`src/rtl/regfile_ctrl_pkg.sv`:
```
// rtl/regfile_ctrl_pkg.sv - shared types and constants for the register file write-port controller
//
// Contents:
//   NUM_REGS, REG_ADDR_W : register file geometry (16 entries, 4-bit address)
//   WB_DATA_WIDTH        : MSB index of the writeback data word carried in wb_req_t
//   src_e                : writeback source encoding, used for the round-robin pointer and grants
//   wb_req_t             : one writeback request {valid, dest, data}

package regfile_ctrl_pkg;

    localparam int NUM_REGS      = 16;
    localparam int REG_ADDR_W    = 4;
    localparam int WB_DATA_WIDTH = 31;

    typedef enum logic {
        SRC_ALU = 1'b0,
        SRC_MEM = 1'b1
    } src_e;

    // "reg" is a keyword, so the destination field is called dest.
    typedef struct packed {
        logic                  valid;
        logic [REG_ADDR_W-1:0] dest;
        logic [WB_DATA_WIDTH:0] data;
    } wb_req_t;

endpackage

```
`src/rtl/rr_arbiter2.sv`:
```
// rtl/rr_arbiter2.sv - two-way round-robin arbiter with combinational grant
//
// Ports:
//   clk      : clock, rising edge
//   rst      : synchronous reset, active-high; forces gnt=0 and pointer to SRC_ALU
//   req[1:0] : requests, bit 0 = ALU, bit 1 = MEM
//   advance  : move the pointer past the granted source at the next edge
//   gnt[1:0] : one-hot (or zero) grant, combinational from req and the pointer

module rr_arbiter2
    import regfile_ctrl_pkg::*;
(
    input  logic       clk,
    input  logic       rst,
    input  logic [1:0] req,
    input  logic       advance,
    output logic [1:0] gnt
);

    src_e ptr;

    // The pointer only matters when both sources request at once.
    always_comb begin
        gnt = 2'b00;
        if (!rst) begin
            case (req)
                2'b01:   gnt = 2'b01;
                2'b10:   gnt = 2'b10;
                2'b11:   gnt = (ptr == SRC_ALU) ? 2'b01 : 2'b10;
                default: gnt = 2'b00;
            endcase
        end
    end

    // After a grant the other source gets priority; with no grant the pointer holds.
    always_ff @(posedge clk) begin
        if (rst) begin
            ptr <= SRC_ALU;
        end else if (advance && (gnt != 2'b00)) begin
            ptr <= gnt[0] ? SRC_MEM : SRC_ALU;
        end
    end

endmodule

```
`src/rtl/regfile_wb_arbiter.sv`:
```
// rtl/regfile_wb_arbiter.sv - shares the register file write port between ALU and load writebacks
//
// Ports:
//   clk, rst                        : clock (rising edge), synchronous active-high reset
//   alu_valid/alu_ready/alu_reg/alu_data : ALU writeback request, ready is combinational
//   mem_valid/mem_ready/mem_reg/mem_data : load writeback request, ready is combinational
//   rsv_valid/rsv_reg               : issue stage reserves a destination register
//   busy                            : registered scoreboard, bit r = write pending on register r
//   wr_enable/wr_reg/wr_data        : registered register file write port, one cycle after grant
//   rsv_conflict                    : one-cycle pulse, reservation hit an already-busy register
//   wr_unreserved                   : one-cycle pulse, accepted write targeted a non-busy register

module regfile_wb_arbiter
    import regfile_ctrl_pkg::*;
#(
    parameter int DATA_WIDTH = 31,
    parameter int NUM_REGS   = 16
) (
    input  logic                  clk,
    input  logic                  rst,

    input  logic                  alu_valid,
    output logic                  alu_ready,
    input  logic [REG_ADDR_W-1:0] alu_reg,
    input  logic [DATA_WIDTH:0]   alu_data,

    input  logic                  mem_valid,
    output logic                  mem_ready,
    input  logic [REG_ADDR_W-1:0] mem_reg,
    input  logic [DATA_WIDTH:0]   mem_data,

    input  logic                  rsv_valid,
    input  logic [REG_ADDR_W-1:0] rsv_reg,

    output logic [NUM_REGS-1:0]   busy,
    output logic                  wr_enable,
    output logic [REG_ADDR_W-1:0] wr_reg,
    output logic [DATA_WIDTH:0]   wr_data,
    output logic                  rsv_conflict,
    output logic                  wr_unreserved
);

    wb_req_t alu_req;
    wb_req_t mem_req;
    logic [1:0] gnt;
    logic grant_any;
    logic [REG_ADDR_W-1:0] grant_reg;
    logic [WB_DATA_WIDTH:0] grant_data;
    logic [NUM_REGS-1:0] set_mask;
    logic [NUM_REGS-1:0] clr_mask;
    logic [NUM_REGS-1:0] busy_next;

    always_comb begin
        alu_req.valid = alu_valid;
        alu_req.dest  = alu_reg;
        alu_req.data  = (WB_DATA_WIDTH+1)'(alu_data);
        mem_req.valid = mem_valid;
        mem_req.dest  = mem_reg;
        mem_req.data  = (WB_DATA_WIDTH+1)'(mem_data);
    end

    // The register file never stalls, so any valid request is granted this cycle.
    rr_arbiter2 u_arb (
        .clk     (clk),
        .rst     (rst),
        .req     ({mem_req.valid, alu_req.valid}),
        .advance (grant_any),
        .gnt     (gnt)
    );

    assign alu_ready = gnt[0];
    assign mem_ready = gnt[1];
    assign grant_any = alu_ready | mem_ready;

    always_comb begin
        grant_reg  = mem_ready ? mem_req.dest : alu_req.dest;
        grant_data = mem_ready ? mem_req.data : alu_req.data;
    end

    // A reservation and a release of the same register at one edge leaves it busy:
    // the set term is OR-ed in after the clear, so the new producer owns the register.
    always_comb begin
        set_mask  = '0;
        clr_mask  = '0;
        if (rsv_valid) set_mask[rsv_reg]   = 1'b1;
        if (grant_any) clr_mask[grant_reg] = 1'b1;
        busy_next = (busy & ~clr_mask) | set_mask;
    end

    always_ff @(posedge clk) begin
        if (rst) begin
            busy          <= '0;
            wr_enable     <= 1'b0;
            wr_reg        <= '0;
            wr_data       <= '0;
            rsv_conflict  <= 1'b0;
            wr_unreserved <= 1'b0;
        end else begin
            busy      <= busy_next;
            wr_enable <= grant_any;
            if (grant_any) begin
                wr_reg  <= grant_reg;
                wr_data <= (DATA_WIDTH+1)'(grant_data);
            end
            // A reservation is only a conflict if the register stays busy through
            // this edge; a same-edge release hands it straight to the new producer.
            rsv_conflict  <= rsv_valid && busy[rsv_reg] &&
                             !(grant_any && (grant_reg == rsv_reg));
            wr_unreserved <= grant_any && !busy[grant_reg];
        end
    end

endmodule

```
`config.mk`:
```
export PLATFORM = sky130hd
export DESIGN_NAME = regfile_wb_arbiter
export DESIGN_NICKNAME = d
export VERILOG_FILES = /design/src/rtl/regfile_ctrl_pkg.sv /design/src/rtl/rr_arbiter2.sv /design/src/rtl/regfile_wb_arbiter.sv
export SDC_FILE = /design/constraint.sdc
export NUM_CORES = 1
export LEC_CHECK = 0
export ABC_AREA = 0
export CORE_ASPECT_RATIO = 2
export CORE_UTILIZATION = 35
export DETAILED_ROUTE_END_ITERATION = 8
export PLACE_DENSITY = 0.8
export SYNTH_ARGS = -nofsm -noshare
export SYNTH_HDL_FRONTEND = slang
export SYNTH_SLANG_ARGS = --single-unit
```
`constraint.sdc`:
```
create_clock -name clk -period 1.9 [get_ports clk]
set_input_delay 0.38 -clock clk [delete_from_list [all_inputs] [get_ports clk]]
set_output_delay 0.38 -clock clk [all_outputs]
set_load 0.01 [all_outputs]
```
==> results.toml, run 1 <==
[timing]
max_freq_ghz = 0.5340
tightest_slew_ns = 0.5291
final-hold-violation-count = 0
skew_ns = 0.002666
min_period_ns = 1.873
relSlewSlack_pct = 64.73
final_max_slew_viol_count = 0
setup_slack_ns = 0.02718
setup_viol = 0
period_share_pct = 98.57

[critical_path]
critPathSlowestCell = "clkdlybuf4s50_1"
arrival_ns = 1.49
rrSetupSlack_ns = 0.08
crit_type = "reg2out"
path_max_fanout = 4
startpoint_type = "flip-flop"
cp-end-kind = "output pin"
crit_buf_inv = 2
crit_chain = "nand2b_2, nand3_4, inv_2, clkdlybuf4s50_1"
required_ns = 1.52
cp_slowest_stage_delay_ns = 0.53
critical_path.top_delay_family = "buffers and inverters"

[synthesis]
synthDistinctLibCells = 45
synth-edff-count = 0
yosys-top-cells-area = "dfxtp_1 (43%), o22ai_1 (7.7%), nor3_1 (6.6%)"
syn_inst = 308
synthesis.nets = 389
yosys_warnings = 0
syn_area_sq_um = 2591
yosys.area.top_type = "dfxtp_1"
yosys_register_bits = 56
yosys.area.top_type_share_pct = 43.26
async_flop_share_pct = 0
ys_seq_area_share_pct = 43.26
synth-main-ff-cell = "dfxtp_1"
syn_avg_cell_area_sq_um = 8.413

[clocking]
htreeDepth = 2
path_clk_slew_ns = 0.07
cts_tree = "built"
clockRootBuffer = "clkbuf_16"
clock-sinks = 56
postCtsHoldBufs = 0
insertion_delay_ns = 0.30
cts_buffer_depth = 2
numCtsBuffers = 5

[drt]
avgRoutedWirePerCell_um = 17.22
via_count = 3026
drc = 0
drt-pass1-iter-count = 4
vias_per_cell = 5.462
ant_nets = 0
drtIter0Drc = 91
drt_wl_total_um = 9539

[grt]
grt_pass1_wl_um = 14940
met2_usage_pct = 46.94
antenna_found_initial = 0
grt_pass1_vias = 3132
track_usage_pct = 25.33
use_met3_pct = 5.495
grt_overflow = 0
grt_use_met1_pct = 23.62
grt.busiest_layer = "met2"
grt_max_degree = 49

[power_and_ir_drop]
leakage_nw = 1.655
power_density_nw_per_um2 = 676.5
vdd_drop_max_mv = 0.5867

[die]
core_region_area_sq_um = 7212
dieArea_sq_um = 7772
start_util_pct = 35.93
die_w_um = 62.84
rows = 44
ioPinCount = 138
die_h_um = 123.7

[cells_and_area]
drive_above_1_share_pct = 14.07
nets = 542
largest_register_ffs = 32
nFillCells = 621
post-route-util_pct = 60.93
area_growth_pct = 69.58
multi_input_area_sq_um = 1371
regArea_sq_um = 1122
insertedDiodeCount = 0

[min_path]
hold_path_class = "in2reg"

[flow_run]
maxCapViolCount = 0

[status]
run_status = "complete, no violations"

[place]
dp_slack_ns = -0.4630
place.port_buffers = 137
hpwl_um = 7208
gp_congestion = 0.9684
## stage by stage
step	hold slack, ns	total power, mW	cell area [sq um]	setup TNS (ns)	cells
finish	0.3787	2.972	4394	0	554
global route	0.3966	3.091	4394	-0.01098	554
CTS	0.4822	2.982	4358	0	552
detailed placement	0.4943	2.041	4198	-11.26	543
global placement	0.4790	2.023	4198	-8.100	543
floorplan	0.4686	1.609	2592	0	308
## cell usage after synthesis, types with 3 or more instances
library cell / n
dfxtp_1: 56
nor2_1: 43
nor3_1: 34
o22ai_1: 32
clkbuf_1: 18
nand2_1: 18
a21oi_1: 17
o21ai_0: 16
mux2i_1: 7
a211oi_1: 6
mux4_2: 5
nand3_1: 5
a31oi_1: 4
inv_1: 3
mux2_2: 3
xnor2_1: 3
## path summary, 6_finish.rpt
check | start | end | cells after the start
max | u_arb.ptr | mem_ready | 4
min | alu_valid | u_arb.ptr | 2
max reg2reg | u_arb.ptr | wr_unreserved | 6
min reg2reg | wr_reg[0] | wr_reg[0] | 2
## worst reg2reg max path, cell delays in order, from the launching register on
cell      delay (ns)
dfxtp_2         0.35
and2b_1         0.20
o21ai_2         0.16
and2_4          0.19
mux2_4          0.30
a22o_1          0.24
nor4bb_2        0.28
## cell type report
| type | instances | area share [%] |
|---|---|---|
| tap | 92 | 2.620 |
| multi-input combinational | 222 | 31.21 |
| clock buffer | 6 | 2.933 |
| sequential | 56 | 25.54 |
| clock inverter | 2 | 0.3702 |
| inverter | 5 | 0.4556 |
| timing repair buffer | 171 | 36.87 |
## layer usage
metal	wire length (um)	part of all wire [%]
met5	0	0
met4	592	6.2
met1	3169	33
met3	733	7.7
met2	5043	53
## cells by family after synthesis
logic type,Yosys count,synth area share (%)
AO/OA/AOI/OAI,83,19.36
flip-flops,56,43.26
buffers and inverters,30,5.215
XOR/XNOR,4,1.352
AND/OR/NAND/NOR,119,21.87
multiplexers,16,8.933
## where the power goes
group | internal [mW] | switching [mW]
logic | 0.424 | 0.315
clock network | 0.493 | 0.448
registers | 1.25 | 0.0435
total | 2.17 | 0.806
## cell usage in the layout (no fill, tap or decap), types with 2 or more instances in the layout
master           instances
clkbuf_16                5
o21ai_0                 14
nor2b_1                  2
o21ai_1                  2
clkdlybuf4s50_1        131
nor3_1                  34
a31oi_1                  3
inv_1                    3
a211oi_1                 5
mux2i_1                  7
a211o_1                  2
nand3b_1                 2
nand3_1                  5
mux4_2                   5
nand2b_1                 2
xnor2_1                  3
nor3b_1                  2
dfxtp_1                 55
o22ai_1                 32
dlygate4sd2_1            2
a21boi_0                 2
buf_4                   33
mux2_2                   3
a21oi_1                 16
nand2_1                 18
nor2_1                  42
## what timing repair did
action | 4_1_cts | 5_1_grt
setup endpoints to repair | 17 | 10
buffers inserted | 1 | 2
gates resized for setup | 7 | 10
pin swaps | 1 | 5
Power figures use the tool's default switching activity.
==> inputs of run 2 (changes only) <==
Settings changed: CORE_MARGIN set to 2.
==> results.toml, run 2 (synthesis gave the netlist of run 1 again) <==
[grt]
grt_overflow = 0
grt_pass1_vias = 3140
track_usage_pct = 24.38
grt_max_degree = 33
grt.busiest_layer = "met2"
met2_usage_pct = 42.94
grt_use_met1_pct = 23.57
antenna_found_initial = 0
grt_pass1_wl_um = 15370
use_met3_pct = 7.054

[die]
die_w_um = 64.84
start_util_pct = 35.93
die_h_um = 125.7
dieArea_sq_um = 8149
ioPinCount = 138
core_region_area_sq_um = 7212
rows = 44

[min_path]
hold_path.startpoint = "rst"
hold_path_class = "in2reg"
holdPathStages = 3
whs_endpoint = "u_arb.ptr"

[flow_run]
maxCapViolCount = 0

[power_and_ir_drop]
leakage_nw = 1.645
p_int_mw = 2.167
total_power_mw = 2.972
power_density_nw_per_um2 = 679.3
clock_power_share_pct = 31.8
seqPwrFrac_pct = 43.6
netSwitchingPower_mw = 0.8054
vdd_drop_max_mv = 0.6813
combPwrFrac_pct = 24.7
netSwitchingFraction_pct = 27.09

[clocking]
postCtsHoldBufs = 0
cts_buffer_depth = 2
path_clk_slew_ns = 0.08
numCtsBuffers = 5
clock-sinks = 56
insertion_delay_ns = 0.30
cts_tree = "built"
clockRootBuffer = "clkbuf_16"
htreeDepth = 2

[drt]
ant_nets = 0
drtIter0Drc = 121
avgRoutedWirePerCell_um = 17.20
via_count = 3016
vias_per_cell = 5.454
drt_wl_total_um = 9512
drt-pass1-iter-count = 5
drc = 0

[timing]
final-hold-violation-count = 0
max_freq_ghz = 0.5518
relSlewSlack_pct = 68.29
rsz0062_at_grt = "no"
skew_ns = 0.007042
period_share_pct = 95.38
setup_viol = 0
tightest_slew_ns = 0.4734
setup_slack_ns = 0.08770
min_period_ns = 1.812
final_max_slew_viol_count = 0

[cells_and_area]
layout_commonest_cell = "clkdlybuf4s50_1"
largest_register_ffs = 32
insertedDiodeCount = 0
area_growth_pct = 68.86
drive_above_1_share_pct = 13.45
nets = 541
mostFrequentLayoutCells = "clkdlybuf4s50_1 (131), dfxtp_1 (55), nor2_1 (42)"
post-route-util_pct = 60.67

[critical_path]
crit_type = "in2reg"
r2r_end = "wr_unreserved"
path_max_fanout = 2
rrSetupSlack_ns = 0.10
required_ns = 2.08
reg2reg_from = "u_arb.ptr"
startpoint_type = "primary input"
worstRegToRegCells = 6
arrival_ns = 2.00
cp-end-kind = "flip-flop"

[place]
place.port_buffers = 137
hpwl_um = 7434
dp_slack_ns = -0.4163
gp_congestion = 1.000

[status]
run_status = "complete, no violations"
## run 2: how the worst max path moves through the flow
stage	from	end	slack, ns
after floorplan	rsv_reg[0]	rsv_conflict	0.10
after global placement	rsv_reg[0]	rsv_conflict	-0.37
after detailed placement	rsv_reg[0]	rsv_conflict	-0.42
after CTS	u_arb.ptr	wr_unreserved	0.07
after global routing	u_arb.ptr	wr_unreserved	0.0005
final	rsv_reg[1]	rsv_conflict	0.09
## run 2: repair_timing
item,4_1_cts,5_1_grt
endpoints found under the setup margin,5,1
gates resized for setup,7,4
buffers inserted,0,1
pin swaps,2,5
## run 2: final cells by class
cell class / instances / area (sq um)
clock buffers: 5 / 125.1
well taps: 92 / 115.1
inverters: 5 / 20.02
clock inverters: 3 / 22.52
multi-input cells: 222 / 1358
repair buffers: 170 / 1613
fillers: 617 / 2836
flip-flops and latches: 56 / 1122
## run 2: power groups by stage
stage | Clock [mW] | Combinational (mW) | Sequential [mW]
after CTS | 0.970 | 0.728 | 1.29
after global routing | 1.02 | 0.786 | 1.30
after floorplan | 0 | 0.261 | 1.35
after global placement | 0 | 0.711 | 1.32
after detailed placement | 0 | 0.726 | 1.32
final | 0.944 | 0.733 | 1.30
## run 2: worst max-delay path, cell delays in order
cell	delay (ns)
clkdlybuf4s50_1	0.51
mux4_2	0.51
mux4_2	0.46
nand3_1	0.09
a31oi_1	0.04
## run 2: through the flow
| stage | cells | cell area (sq um) | TNS, ns | hold WS, ns |
|---|---|---|---|---|
| 6_report | 553 | 4375 | 0 | 0.4103 |
| 5_1_grt | 553 | 4375 | 0 | 0.4389 |
| 4_1_cts | 552 | 4358 | 0 | 0.4160 |
| 3_5_place_dp | 544 | 4205 | -8.370 | 0.4942 |
| 3_3_place_gp | 544 | 4205 | -5.985 | 0.4852 |
| 2_1_floorplan | 308 | 2592 | 0 | 0.4686 |
## run 2: per-layer routing
metal,vias up,wire (um)
met1,1377,3134
met3,49,724
met2,166,4987
met4,0,666
li1,1424,-
met5,-,0
==> inputs of run 3 (changes only) <==
Settings changed: CORE_UTILIZATION 35 to 42, PLACE_DENSITY 0.8 to 0.89.
Clock period 1.9 ns to 2.3 ns, I/O delays scaled along.
==> results.toml, run 3 (synthesis gave the netlist of run 1 again) <==
[critical_path]
required_ns = 1.84
startpoint = "alu_valid"
path_max_fanout = 5
arrival_ns = 1.77
cp-end-kind = "output pin"
crit_type = "in2out"
startpoint_type = "primary input"
worstRegToRegCells = 6
rrSetupSlack_ns = 0.50
r2r_end = "wr_unreserved"
reg2reg_from = "u_arb.ptr"

[power_and_ir_drop]
power_density_nw_per_um2 = 598.2
leakage_nw = 1.608
vdd_drop_max_mv = 0.6645

[drt]
drtIter0Drc = 155
drt-pass1-iter-count = 5
drc = 0
via_count = 3032
ant_nets = 0
vias_per_cell = 5.910
drt_wl_total_um = 9150
avgRoutedWirePerCell_um = 17.84

[timing]
skew_ns = 0.009569
final-hold-violation-count = 0
period_share_pct = 96.92
setup_slack_ns = 0.07088
rsz0062_at_grt = "no"
setup_viol = 0
final_max_slew_viol_count = 0
relSlewSlack_pct = 61.20
max_freq_ghz = 0.4486
tightest_slew_ns = 0.5807
min_period_ns = 2.229

[clocking]
path_clk_slew_ns = 0.06
numCtsBuffers = 5
cts_tree = "built"
postCtsHoldBufs = 0
clockRootBuffer = "clkbuf_16"
htreeDepth = 2
clock-sinks = 56
cts_setup_buffers = 0
cts_buffer_depth = 2
insertion_delay_ns = 0.30

[min_path]
hold_path.startpoint = "wr_reg[2]"
whs_endpoint = "wr_reg[2]"
hold_path_class = "reg2reg"
holdPathStages = 2

[cells_and_area]
mostFrequentLayoutCells = "clkdlybuf4s50_1 (135), dfxtp_1 (56), nor2_1 (42)"
drive_above_1_share_pct = 10.89
nets = 530
nFillCells = 467
finalNonFillerCells = 513
insertedDiodeCount = 0
largest_register_ffs = 32
layout_commonest_cell = "clkdlybuf4s50_1"
post-route-util_pct = 71.56
area_growth_pct = 65.86

[grt]
grt_pass1_vias = 3064
grt_overflow = 0
track_usage_pct = 27.55
antenna_found_initial = 0
grt_pass1_wl_um = 14430
grt_max_degree = 33

[place]
hpwl_um = 7041
dp_slack_ns = -0.07254
dp.cells = 505
place.port_buffers = 137
gp_congestion = 0.9249

[die]
rows = 40
start_util_pct = 43.15
dieArea_sq_um = 6852
die_h_um = 115.1
die_w_um = 59.54
ioPinCount = 138
core_region_area_sq_um = 6006

[flow_run]
maxCapViolCount = 0

[status]
run_status = "complete, no violations"
[run 3: timing repair]
action / CTS / global route
gates resized for setup: 1 / 2
endpoints found under the setup margin: 1 / 2
pin swaps: 0 / 0
endpoints found under the hold margin: 0 / 0
[run 3: how the worst max path moves through the flow]
| stage | slack (ns) | to |
|---|---|---|
| after floorplan | 0.27 | rsv_conflict |
| after global placement | -0.05 | rsv_conflict |
| after detailed placement | -0.07 | rsv_conflict |
| after CTS | -0.008 | mem_ready |
| after global routing | 0.008 | alu_ready |
| final | 0.07 | mem_ready |
[run 3: cell type report]
cell class                      instances  area [sq um]  share of cell area (%)
Inverter                                5         20.02                  0.4658
Tap cell                               63         78.83                   1.834
Clock buffer                            6         138.9                   3.231
Sequential cell                        56          1121                   26.08
Multi-Input combinational cell        222          1354                   31.50
Clock inverter                          2         38.79                  0.9025
Timing Repair Buffer                  159          1546                   35.98
[run 3: report_power, final]
| group | internal (mW) | total, mW | switching [mW] |
|---|---|---|---|
| clock | 0.546 | 0.909 | 0.363 |
| sequential | 1.03 | 1.07 | 0.0377 |
| combinational | 0.341 | 0.593 | 0.252 |
| total | 1.92 | 2.57 | 0.652 |
[run 3: layer usage]
metal	up-vias	global-route usage, %	routed length [um]
li1	1402	-	-
met1	1415	27.95	2996
met2	166	49.16	5042
met3	49	5.962	562
met4	0	16.59	549
met5	-	0	0
[run 3: worst max-delay path, stage by stage]
cell and delay [ns]:
clkdlybuf4s50_1 0.45, nand2b_2 0.12, nand3_4 0.12, inv_2 0.08, clkdlybuf4s50_1 0.54
[run 3: through the flow]
step           instance area [sq um]  power (mW)   TNS [ns]  hold WS (ns)
2_1_floorplan                   2591       1.329          0        0.4686
3_3_place_gp                    4106       1.660   -0.05161        0.4807
3_5_place_dp                    4106       1.678    -0.1552        0.4963
4_1_cts                         4288       2.580  -0.008380        0.5057
5_1_grt                         4298       2.665          0        0.5318
6_report                        4298       2.571          0        0.5053
